**config.mk**
```make
export PLATFORM = sky130hd
export DESIGN_NAME = calc_result_display
export DESIGN_NICKNAME = d
export VERILOG_FILES = /design/src/rtl/calc_disp_pkg.sv /design/src/rtl/bin2bcd_seq.sv /design/src/rtl/calc_result_display.sv
export SDC_FILE = /design/constraint.sdc
export NUM_CORES = 1
export LEC_CHECK = 0
export CAP_MARGIN = 5
export CORE_MARGIN = 4
export CORE_UTILIZATION = 53
export CTS_CLUSTER_SIZE = 24
export DETAILED_ROUTE_END_ITERATION = 12
export PLACE_DENSITY = 0.79
export SYNTH_ARGS = -nofsm -noshare
export SYNTH_HDL_FRONTEND = slang
export SYNTH_SLANG_ARGS = --single-unit
export TNS_END_PERCENT = 50
```
**constraint.sdc**
```tcl
create_clock -name clk -period 2.8 [get_ports clk]
set_input_delay 0.7 -clock clk [delete_from_list [all_inputs] [get_ports clk]]
set_output_delay 0.7 -clock clk [all_outputs]
set_load 0.1 [all_outputs]
```
**src/rtl/calc_disp_pkg.sv**
```systemverilog
// ============================================================================
//  Module   : calc_disp_pkg
//  Brief    : Shared glyph constants, converter state encoding and glyph ROM
//             for the calculator result display.
//  Revision : 1.0 - initial release
// ============================================================================
`default_nettype none

package calc_disp_pkg;

    localparam int DIGITS = 8;

    localparam logic [7:0] SEG_0     = 8'hC0;
    localparam logic [7:0] SEG_1     = 8'hF9;
    localparam logic [7:0] SEG_2     = 8'hA4;
    localparam logic [7:0] SEG_3     = 8'hB0;
    localparam logic [7:0] SEG_4     = 8'h99;
    localparam logic [7:0] SEG_5     = 8'h92;
    localparam logic [7:0] SEG_6     = 8'h82;
    localparam logic [7:0] SEG_7     = 8'hF8;
    localparam logic [7:0] SEG_8     = 8'h80;
    localparam logic [7:0] SEG_9     = 8'h90;
    localparam logic [7:0] SEG_A     = 8'h88;
    localparam logic [7:0] SEG_B     = 8'h83;
    localparam logic [7:0] SEG_C     = 8'hC6;
    localparam logic [7:0] SEG_D     = 8'hA1;
    localparam logic [7:0] SEG_E     = 8'h86;
    localparam logic [7:0] SEG_F     = 8'h8E;
    localparam logic [7:0] SEG_BLANK = 8'hFF;

    typedef enum logic [1:0] {
        ST_IDLE  = 2'd0,
        ST_SHIFT = 2'd1,
        ST_DONE  = 2'd2
    } conv_state_t;

    // Active-low segments, dp bit left unlit.
    function automatic logic [7:0] seg_glyph(input logic [3:0] nib);
        logic [7:0] g;
        case (nib)
            4'h0:    g = SEG_0;
            4'h1:    g = SEG_1;
            4'h2:    g = SEG_2;
            4'h3:    g = SEG_3;
            4'h4:    g = SEG_4;
            4'h5:    g = SEG_5;
            4'h6:    g = SEG_6;
            4'h7:    g = SEG_7;
            4'h8:    g = SEG_8;
            4'h9:    g = SEG_9;
            4'hA:    g = SEG_A;
            4'hB:    g = SEG_B;
            4'hC:    g = SEG_C;
            4'hD:    g = SEG_D;
            4'hE:    g = SEG_E;
            default: g = SEG_F;
        endcase
        return g;
    endfunction

endpackage

`default_nettype wire

```
**src/rtl/bin2bcd_seq.sv**
```systemverilog
// ============================================================================
//  Module   : bin2bcd_seq
//  Brief    : Sequential double-dabble, 16-bit binary to 5 BCD digits,
//             one shift per cycle with start/busy/done handshake.
//  Revision : 1.0 - initial release
// ============================================================================
`default_nettype none

module bin2bcd_seq
    import calc_disp_pkg::*;
#(
    parameter int BCD_DIGITS = 5
) (
    input  logic                      clk,
    input  logic                      rst,
    input  logic                      start,
    input  logic [15:0]               bin,
    output logic                      busy,
    output logic                      done,
    output logic [4*BCD_DIGITS-1:0]   bcd,
    output logic [15:0]               latched
);

    localparam int c_bin_w = 16;
    localparam int c_bcd_w = 4 * BCD_DIGITS;

    conv_state_t        r_state;
    conv_state_t        w_next;
    logic [c_bin_w-1:0] r_bin;
    logic [c_bin_w-1:0] r_latched;
    logic [c_bcd_w-1:0] r_bcd;
    logic [c_bcd_w-1:0] w_adj;
    logic [3:0]         r_cnt;

    always_ff @(posedge clk) begin
        if (rst) begin
            r_state <= ST_IDLE;
        end else begin
            r_state <= w_next;
        end
    end

    always_comb begin
        w_next = r_state;
        case (r_state)
            ST_IDLE:  if (start) w_next = ST_SHIFT;
            ST_SHIFT: if (r_cnt == 4'(c_bin_w - 1)) w_next = ST_DONE;
            ST_DONE:  w_next = ST_IDLE;
            default:  w_next = ST_IDLE;
        endcase
    end

    always_comb begin
        busy = (r_state == ST_SHIFT) || (r_state == ST_DONE);
        done = (r_state == ST_DONE);
    end

    // Add-3 correction applied to every digit before the shift.
    for (genvar k = 0; k < BCD_DIGITS; k++) begin : g_adj
        assign w_adj[4*k +: 4] = (r_bcd[4*k +: 4] >= 4'd5) ? r_bcd[4*k +: 4] + 4'd3
                                                            : r_bcd[4*k +: 4];
    end

    always_ff @(posedge clk) begin
        if (rst) begin
            r_bin     <= '0;
            r_latched <= '0;
            r_bcd     <= '0;
            r_cnt     <= '0;
        end else begin
            case (r_state)
                ST_IDLE: begin
                    if (start) begin
                        r_bin     <= bin;
                        r_latched <= bin;
                        r_bcd     <= '0;
                        r_cnt     <= '0;
                    end
                end
                ST_SHIFT: begin
                    r_bcd <= {w_adj[c_bcd_w-2:0], r_bin[c_bin_w-1]};
                    r_bin <= {r_bin[c_bin_w-2:0], 1'b0};
                    r_cnt <= r_cnt + 4'd1;
                end
                default: ;
            endcase
        end
    end

    assign bcd     = r_bcd;
    assign latched = r_latched;

endmodule

`default_nettype wire

```
**src/rtl/calc_result_display.sv**
```systemverilog
// ============================================================================
//  Module   : calc_result_display
//  Brief    : 8-digit multiplexed 7-segment driver for the calculator,
//             hex view of {X,Y,ans} or blanked decimal view of ans.
//  Revision : 1.0 - initial release
// ============================================================================
`default_nettype none

module calc_result_display
    import calc_disp_pkg::*;
#(
    parameter int SCAN_DIV   = 50000,
    parameter int BCD_DIGITS = 5
) (
    input  logic        clk,
    input  logic        clr,
    input  logic [31:0] N,
    input  logic        exceed,
    input  logic        dec_mode,
    output logic [7:0]  codeout,
    output logic [2:0]  sel,
    output logic        busy
);

    localparam int c_presc_w = $clog2(SCAN_DIV);
    localparam int c_bcd_w   = 4 * BCD_DIGITS;
    localparam logic [c_presc_w-1:0] c_presc_term = c_presc_w'(SCAN_DIV - 1);

    logic [c_presc_w-1:0] r_presc;
    logic [2:0]           r_sel;
    logic [7:0]           r_codeout;
    logic [7:0]           w_seg;
    logic [c_bcd_w-1:0]   r_disp_bcd;
    logic [15:0]          r_last;
    logic                 r_valid;
    logic                 w_start;
    logic                 w_done;
    logic [c_bcd_w-1:0]   w_bcd;
    logic [15:0]          w_latched;
    logic [4*DIGITS-1:0]  w_bcd_pad;
    logic [DIGITS-1:0]    w_lz;
    logic [3:0]           w_nib;

    always_ff @(posedge clk) begin
        if (clr) begin
            r_presc <= '0;
            r_sel   <= '0;
        end else if (r_presc == c_presc_term) begin
            r_presc <= '0;
            r_sel   <= r_sel + 3'd1;
        end else begin
            r_presc <= r_presc + 1'b1;
        end
    end

    assign w_start = (N[15:0] != r_last) || !r_valid;

    bin2bcd_seq #(
        .BCD_DIGITS (BCD_DIGITS)
    ) u_bcd (
        .clk     (clk),
        .rst     (clr),
        .start   (w_start),
        .bin     (N[15:0]),
        .busy    (busy),
        .done    (w_done),
        .bcd     (w_bcd),
        .latched (w_latched)
    );

    // Display copy only moves on completion, so partial results never show.
    always_ff @(posedge clk) begin
        if (clr) begin
            r_disp_bcd <= '0;
            r_last     <= '0;
            r_valid    <= 1'b0;
        end else if (w_done) begin
            r_disp_bcd <= w_bcd;
            r_last     <= w_latched;
            r_valid    <= 1'b1;
        end
    end

    assign w_bcd_pad = {{(4*DIGITS-c_bcd_w){1'b0}}, r_disp_bcd};

    // w_lz[k]: digit k and everything above it are zero.
    for (genvar k = 0; k < DIGITS; k++) begin : g_lz
        assign w_lz[k] = ~|w_bcd_pad[4*DIGITS-1:4*k];
    end

    always_comb begin
        w_seg = SEG_BLANK;
        w_nib = 4'h0;
        if (!dec_mode) begin
            w_nib = N[{r_sel, 2'b00} +: 4];
            w_seg = seg_glyph(w_nib);
            if (r_sel == 3'd0 && exceed) begin
                w_seg[7] = 1'b0;
            end
        end else if (r_sel < 3'(BCD_DIGITS)) begin
            w_nib = w_bcd_pad[{r_sel, 2'b00} +: 4];
            if (r_sel == 3'd0 || !w_lz[r_sel]) begin
                w_seg = seg_glyph(w_nib);
            end
        end else if (r_sel == 3'(DIGITS - 1) && exceed) begin
            w_seg = SEG_E;
        end
    end

    always_ff @(posedge clk) begin
        if (clr) begin
            r_codeout <= SEG_BLANK;
        end else begin
            r_codeout <= w_seg;
        end
    end

    assign codeout = r_codeout;
    assign sel     = r_sel;

endmodule

`default_nettype wire

```
Word level (Yosys, flattened, before mapping)
Memory sizes are Yosys's and may differ from the RTL's.
Index checks and enable logic that the tools add are counted.
Storage, ports and cells
  bits in registers: 122
  ROM bits: 224
  input port bits: 36
  output and inout bits: 12
  word-level logic and storage cells: 83
  memories kept: 2
Operators by class
  $add $sub $neg: 8
  magnitude comparators: 7
  eq/ne operators: 8
  shift operators: 2
  mux-type cells: 21
  reduce and logical (&&, ||, !) cells: 24
Memory list
  (no name shown): depth 16, width 7, read ports 1, clocked after memory_dff 0, wr ports 0, line calc_disp_pkg.sv:40  | case (nib)
  (no name shown): depth 16, width 7, read ports 1, clocked after memory_dff 0, wr ports 0, line calc_disp_pkg.sv:40
Operators by type and width (count)
  32-bit by 6-bit indexed part select with 4-bit output: 2
  20-bit case mux with 2 select lines: 1
  16-bit case mux with 2 select lines: 1
  8-bit two-way mux: 3
  4-bit by 3-bit greater-or-equal comparator with 1-bit output, second input constant: 5
  20-bit two-way mux: 1
  4-bit two-way mux: 5
  20-bit OR reduction: 1
  16-bit by 1-bit adder with 16-bit output, second input constant: 1
  4-bit by 2-bit adder with 4-bit output, second input constant: 4
  16-bit equality test, second input constant: 1
  16-bit two-way mux: 1
  16-bit inequality test: 1
  16-bit OR reduction: 1
  12-bit OR reduction: 1
  4-bit case mux with 2 select lines: 1
  8-bit OR reduction: 1
  1-bit zero test: 7
  7-bit two-way mux: 1
  2-bit AND reduction: 3
  4-bit by 1-bit adder with 4-bit output, second input constant: 1
  4-bit equality test, second input constant: 1
  3-bit by 4-bit less-than comparator with 1-bit output, second input constant: 1
  2-bit two-way mux: 2
  18 further kinds: 23

Logic depth before layout (Yosys ltp)
Gate-level depths: netlist of run 1.
  word-level depth: 9
  gate-level depth with buffers: 11
  mapped depth without buffers: 9

Hierarchy
A second synthesis of run 1 with hierarchy kept.
Unflattened totals
  cells, all modules: 689
  area total of the unflattened synthesis: 6456.2 um^2
By module, submodules not included
  calc_result_display: times used 1, cells each 383, area an instance 3632.2 um^2, seq. area each 1281.2 um^2
  bin2bcd_seq: times used 1, cells each 306, area an instance 2824.0 um^2, seq. area each 1161.1 um^2

Worst setup path before layout of run 1
OpenSTA, ideal clock, no wires.
  kind: flip-flop to flip-flop
  start: register r_sel[0], in the netlist sel[0]
  end: register r_codeout[6], in the netlist codeout[6]
  setup time: 0.124 ns
  arrival time: 3.310 ns
  required time: 2.676 ns
  slack: -0.635 ns
  cell stages (with the launch flop): 12
  path buffers: 2
  period minus slack after synthesis: 3.435 ns
  path through: dfxtp_1 > buf_6 > clkbuf_8 > mux4_1 > mux2i_1 > inv_1 > ha_1 > inv_1 > nor2_1 > a21oi_1 > nor2_1 > a2111o_1
Between the ends
  cells in the longest elaborated chain, start to end: 7
  elaborated cells between the ends (all ways): 16
  those cells by class: order compare: 1; eq/ne: 1; shift: 2; mux: 6; reduce/logical: 4; memory: 2
RTL lines
  start: declaration: line calc_result_display.sv:30  | logic [2:0] r_sel;
  start signal: assignment: line calc_result_display.sv:50  | r_sel <= r_sel + 3'd1;
  branches (longest 6 deep; another with memory 16 x 7 bit)
  8-bit two-way mux *: line calc_result_display.sv:94  | if (!dec_mode) begin
  end signal: assignment: line calc_result_display.sv:114  | r_codeout <= w_seg;
  end: declaration: line calc_result_display.sv:31  | logic [7:0] r_codeout;
Every way passes the cells marked *. The select of a mux whose other input is x is not followed.
A chain may end at the register's enable or synchronous reset.

Worst setup path after layout of run 1
  start: input N[14]
  end: register u_bcd.r_bcd[19], in the netlist u_bcd.bcd[19]
Between the ends
  cells in the longest elaborated chain, start to end: 4
RTL lines
  start: declaration: line calc_result_display.sv:17  | input logic [31:0] N,
  16-bit inequality test: line calc_result_display.sv:56  | assign w_start = (N[15:0] != r_last) || !r_valid;
  1-bit logical OR: line calc_result_display.sv:56
  2-bit by 1-bit inequality test with 1-bit output (no source line)
  2-bit AND reduction (no source line)
  end signal: assignment: line bin2bcd_seq.sv:81  | r_bcd <= {w_adj[c_bcd_w-2:0], r_bin[c_bin_w-1]};
  end: declaration: line bin2bcd_seq.sv:31  | logic [c_bcd_w-1:0] r_bcd;
No other way between the ends.

==> flow_summary.toml, run 1 <==
[outcome]
status = "complete, no violations"

[cts]
path_clk_slew_ns = 0.06
cts.sinks = 122
hold_buffers = 0
ctsRootBufferMaster = "clkbuf_16"
cts_buffer_depth = 2
htreeDepth = 4
clock_latency_ns = 0.42
numCtsBuffers = 17
cts_tree = "built"

[setup_path]
slowest_delay_ns = 0.54
critPathBufInv = 3
worstSetupPathType = "input port to register"
endpoint_kind = "register"
arrival_ns = 2.96
crit_required_ns = 3.13
cp_max_fo = 10
crit_chain = "clkdlybuf4s50_1 > xor2_1 > nor4_1 > buf_4 > nand3_1 > o31a_1 > buf_4 > o31a_1 > o32ai_2"
slowest_stage = "clkdlybuf4s50_1"
crit_family = "buffers and inverters"
cp-start-kind = "input port"

[die]
rows = 39
start_util_pct = 55.1
io_pins = 48
die_x_um = 118
coreArea_mm2 = 0.0116
die-area_mm2 = 0.0139
die_h_um = 118

[route]
num_vias = 5241
remaining_drc_errors = 0
first_pass_iters = 5
via_per_inst = 5.78
antenna_left = 0
avgRoutedWirePerCell_um = 17.2
drt_wl_total_mm = 15.6
initialDrtViolationCount = 293

[finish]
areaGrowthSynthToFinish_pct = 21.3
antenna-diode-count = 0
num-nets-final = 817
instances_no_fill = 906
utilization_pct = 66.9
drive_above_1_share_pct = 15.5

[grt]
track_usage_pct = 23.0
grt_max_degree = 48
grt-ovfl-total = 0
antenna_found_initial = 0
grt_first_pass_wirelength_mm = 26.0
first_global_vias = 5322

[sta]
fmaxAchievable_mhz = 379
fin_crit_sh_pct = 94.2
setup_violations = 0
fin_tns_setup_ns = 0
min_period_ns = 2.64
slew_viol_final = 0
fin_ws_ns = 0.163
worstMarginPinSlew_ns = 0.633
hold_viol = 0
max_slew_margin_pct = 57.8
hold-worst-slack_ns = 0.455
rsz0062_at_grt = "no"
clock_skew_ns = 0.00783

[synth]
synth-compound-area-share_pct = 13.5
ys_seq_area_share_pct = 38.2
yosys.area.top_type = "dfxtp_1"
yosys-top-cells-count = "dfxtp_1, nor2_1, mux2i_1"
yosysMostFrequentCell = "dfxtp_1"
ys_types = 61
async_flop_share_pct = 0
post_synth.cell_area_avg_um2 = 9.51
syn-num-nets = 739
synth.mux.area_fraction_pct = 17.9
synth-simple-area-share_pct = 13.7
syn_inst = 673
synth_xor_area_share_pct = 5.06
netlist.area_leader.share_pct = 38.2
synth-seq-cells = 122
syn_area_mm2 = 0.00640
synthTopCellsByArea = "dfxtp_1, mux2i_1, nor2_1"
yosys.area_share.adder_pct = 5.86
synth_ff_type = "dfxtp_1"
synth-edff-count = 0
yosysWarningCount = 0
synth_top_family_by_area = "multiplexers"

[place]
place_hpwl_mm = 11.3
pre_cts_slack_ns = -0.255
numPortBuffers = 47
gp_congestion = 0.865
place_inst = 875

[power]
p_per_area_mw_per_mm2 = 682
vdd_drop_max_v = 0.000530
p_leak_uw = 0.00300

[worst_hold_path]
hp-class = "register to register"

[run]
maxCapViolCount = 0
-- state kept, by name (all words and copies together) (netlist names) --
name           flops
u_bcd.latched     16
r_presc           16
r_valid            1
u_bcd.r_cnt        4
r_disp_bcd        20
sel                3
codeout            8
u_bcd.r_state      2
u_bcd.r_bin       16
u_bcd.bcd         20
r_last            16
-- cells in the final DEF (no fill, tap or decap), types with 9 or more instances in the layout --
cell / n
nor2_1: 109
nand3_1: 14
a21oi_1: 28
xor2_1: 19
nor4_1: 9
clkdlybuf4s50_1: 34
o21ai_0: 17
clkbuf_16: 17
ha_1: 29
xnor2_1: 18
dfxtp_1: 119
buf_4: 58
inv_1: 34
mux2i_1: 78
nand2_1: 22
a211oi_1: 19
nor3_1: 11
-- cells by family after synthesis --
kind of cell	after synthesis
AND/OR/NAND/NOR	196
flip-flops	122
AO/OA/AOI/OAI	120
multiplexers	95
buffers and inverters	73
XOR/XNOR	37
adder cells (fa/ha/maj)	30
-- per-stage QoR --
stage,area (µm²),power (µW)
3_5_place_dp,7220,3300
4_1_cts,7760,5310
5_1_grt,7770,5520
6_report,7770,5290
3_3_place_gp,7220,3250
2_1_floorplan,6420,2920
-- tightest hold or removal path, cell delays in order (launching register included) --
cell and delay (ns):
dfxtp_1 0.31, nand2_1 0.05, a21oi_1 0.05
-- worst paths after layout --
path / from / end / slack (ns) / depth (start not counted)
max reg2reg: sel[0] / codeout[6] / 0.20 / 8
min reg2reg: u_bcd.r_bin[0] / u_bcd.r_bin[0] / 0.45 / 2
max: N[14] / u_bcd.bcd[19] / 0.16 / 9
min: u_bcd.r_bin[0] / u_bcd.r_bin[0] / 0.45 / 2
-- routing by layer --
| metal | routed length, µm | track usage (%) | share of wire, % | vias to the layer above |
|---|---|---|---|---|
| met5 | 0 | 0 | 0 | - |
| met4 | 320 | 7.91 | 2.1 | 0 |
| met3 | 663 | 6.44 | 4.3 | 28 |
| met2 | 7810 | 39.3 | 50 | 118 |
| met1 | 6760 | 27.8 | 43 | 2541 |
| li1 | - | - | - | 2554 |
-- area by class of cell --
class / instances / area [µm²]
fill: 893 / 3850
multi-input combinational: 478 / 3610
sequential: 122 / 2450
timing repair buffer: 97 / 861
clock buffer: 22 / 464
tap: 143 / 179
inverter: 35 / 131
clock inverter: 9 / 73.8
-- timing repair --
item | 4_1_cts | 5_1_grt
endpoints found under the setup margin | 0 | 2
gates resized for setup | 0 | 1
buffers inserted | 0 | 0
-- power breakdown --
group	leakage, µW	total (µW)	switching (µW)	internal [µW]
Sequential	0.000996	2010	106	1910
Combinational	0.00173	1270	734	539
Clock	0.000273	2010	760	1250
Total	0.00300	5290	1600	3690
No activity file was read; power rests on OpenSTA's default activity.
==> inputs of run 2 (changes only) <==
--- a/config.mk
+++ b/config.mk
@@ -7,10 +7,11 @@
 export LEC_CHECK = 0
 export CAP_MARGIN = 5
 export CORE_MARGIN = 4
-export CORE_UTILIZATION = 53
+export CORE_UTILIZATION = 59
+export CTS_CLUSTER_DIAMETER = 40
 export CTS_CLUSTER_SIZE = 24
 export DETAILED_ROUTE_END_ITERATION = 12
-export PLACE_DENSITY = 0.79
+export PLACE_DENSITY = 0.83
 export SYNTH_ARGS = -nofsm -noshare
 export SYNTH_HDL_FRONTEND = slang
 export SYNTH_SLANG_ARGS = --single-unit
==> constraint.sdc (replaced) <==
create_clock -name clk -period 2.56 [get_ports clk]
set_input_delay 0.64 -clock clk [delete_from_list [all_inputs] [get_ports clk]]
set_output_delay 0.64 -clock clk [all_outputs]
set_load 0.1 [all_outputs]
==> run 2 against run 1 <==
Net effect:
- setup slack got worse by 0.11 ns
- hold slack improved by 0.034 ns
- via count rose by 2.6%
- count of clock-buffer cells in the layout did not move
- clock skew fell by 0.00071 ns
- flip-flop and latch count did not move
- wire length rose by 5.8%
- total power rose by 13%
- clock power rose by 19%
- global-route usage rose by 3.9 points
- non-clock buffer count rose by 4
- critical path type unchanged
- largest cell class unchanged
- highest routed layer unchanged
==> flow_summary.toml, run 2 (same netlist as run 1, synthesis figures left out) <==
[sta]
setup_violations = 0
min_period_ns = 2.51
fin_tns_setup_ns = 0
max_slew_margin_pct = 55.4
worstMarginPinSlew_ns = 0.669
fin_crit_sh_pct = 97.9
fmaxAchievable_mhz = 399
hold_viol = 0
clock_skew_ns = 0.00712
slew_viol_final = 0

[finish]
num-nets-final = 821
nFillCells = 724
final_common_cell = "dfxtp_1"
instances_no_fill = 902
drive_above_1_share_pct = 17.9
areaGrowthSynthToFinish_pct = 22.8
utilization_pct = 75.1
antenna-diode-count = 0
seqCellArea_mm2 = 0.00245
multiInputGateArea_mm2 = 0.00365
layout_common_cells = "dfxtp_1, nor2_1, mux2i_1"
post-route-cell-area_mm2 = 0.00786

[cts]
path_clk_slew_ns = 0.06
hold_buffers = 0
htreeDepth = 4
clock_latency_ns = 0.53
ctsRootBufferMaster = "clkbuf_8"
cts_buffer_depth = 2
numCtsBuffers = 17
cts_tree = "built"
cts.sinks = 122

[setup_path]
cp_max_fo = 4
worstRegToRegCells = 9
endpoint_kind = "register"
crit_required_ns = 2.96
arrival_ns = 2.91
worstSetupPathType = "input port to register"
cp-start-kind = "input port"

[route]
first_pass_iters = 6
remaining_drc_errors = 0
avgRoutedWirePerCell_um = 18.3
antenna_left = 0
initialDrtViolationCount = 485
drt_wl_total_mm = 16.5
num_vias = 5376
via_per_inst = 5.96

[grt]
grt_max_degree = 38
grt-ovfl-total = 0
grt_first_pass_wirelength_mm = 27.3
track_usage_pct = 26.9
antenna_found_initial = 0
first_global_vias = 5551

[place]
numPortBuffers = 47
place_area_mm2 = 0.00726
place_inst = 872
place_hpwl_mm = 11.2
gp_congestion = 0.899

[power]
power.total_uw = 5990
p_leak_uw = 0.00301
vdd_drop_max_v = 0.000634
p_per_area_mw_per_mm2 = 762

[worst_hold_path]
hp-class = "register to register"
hold_depth = 2

[outcome]
status = "complete, no violations"

[die]
die_x_um = 112
rows = 37
die-area_mm2 = 0.0126
start_util_pct = 61.2
io_pins = 48
coreArea_mm2 = 0.0105
die_h_um = 112

[run]
maxCapViolCount = 0
run 2: final cells by class:
cell class,count,area share [%]
multi-input combinational,478,46.5
sequential,122,31.2
timing repair buffer,101,11.0
clock buffer,22,6.02
tap,136,2.17
inverter,35,1.67
clock inverter,8,1.50
run 2: through the flow:
step | setup WS (ns) | hold slack (ns)
2_1_floorplan | -0.0529 | 0.430
3_3_place_gp | -0.430 | 0.439
3_5_place_dp | -0.489 | 0.469
4_1_cts | 0.0536 | 0.490
5_1_grt | -0.102 | 0.513
6_report | 0.0538 | 0.488
run 2: routing by layer:
| metal | global-route usage, % | share of wire [%] |
|---|---|---|
| met1 | 30.3 | 39 |
| met2 | 48.2 | 53 |
| met3 | 7.49 | 5.2 |
| met4 | 10.3 | 2.8 |
| met5 | 0 | 0 |
run 2: final timing paths:
kind,start,to,slack (ns)
hold reg to reg,u_bcd.r_cnt[3],u_bcd.r_cnt[3],0.49
hold / removal,u_bcd.r_cnt[3],u_bcd.r_cnt[3],0.49
setup reg to reg,sel[0],codeout[0],0.09
setup / recovery,N[13],codeout[0],0.05
run 2: power by group:
part | internal, µW | switching (µW)
registers | 2080 | 115
logic | 577 | 816
clock network | 1570 | 829
total | 4230 | 1760
run 2: repair_timing:
action	in CTS	in global routing
setup endpoints to repair	4	10
gates resized for setup	1	3
endpoints found under the hold margin	0	0
pin swaps	0	1
buffers inserted	0	0
run 2: critical path: stages:
cell and delay (ns):
clkdlybuf4s50_1 0.50, mux4_2 0.58, mux2i_4 0.24, inv_2 0.10, ha_4 0.17, mux2i_1 0.13
nor3_1 0.08, a2111oi_1 0.35, o21ai_1 0.11
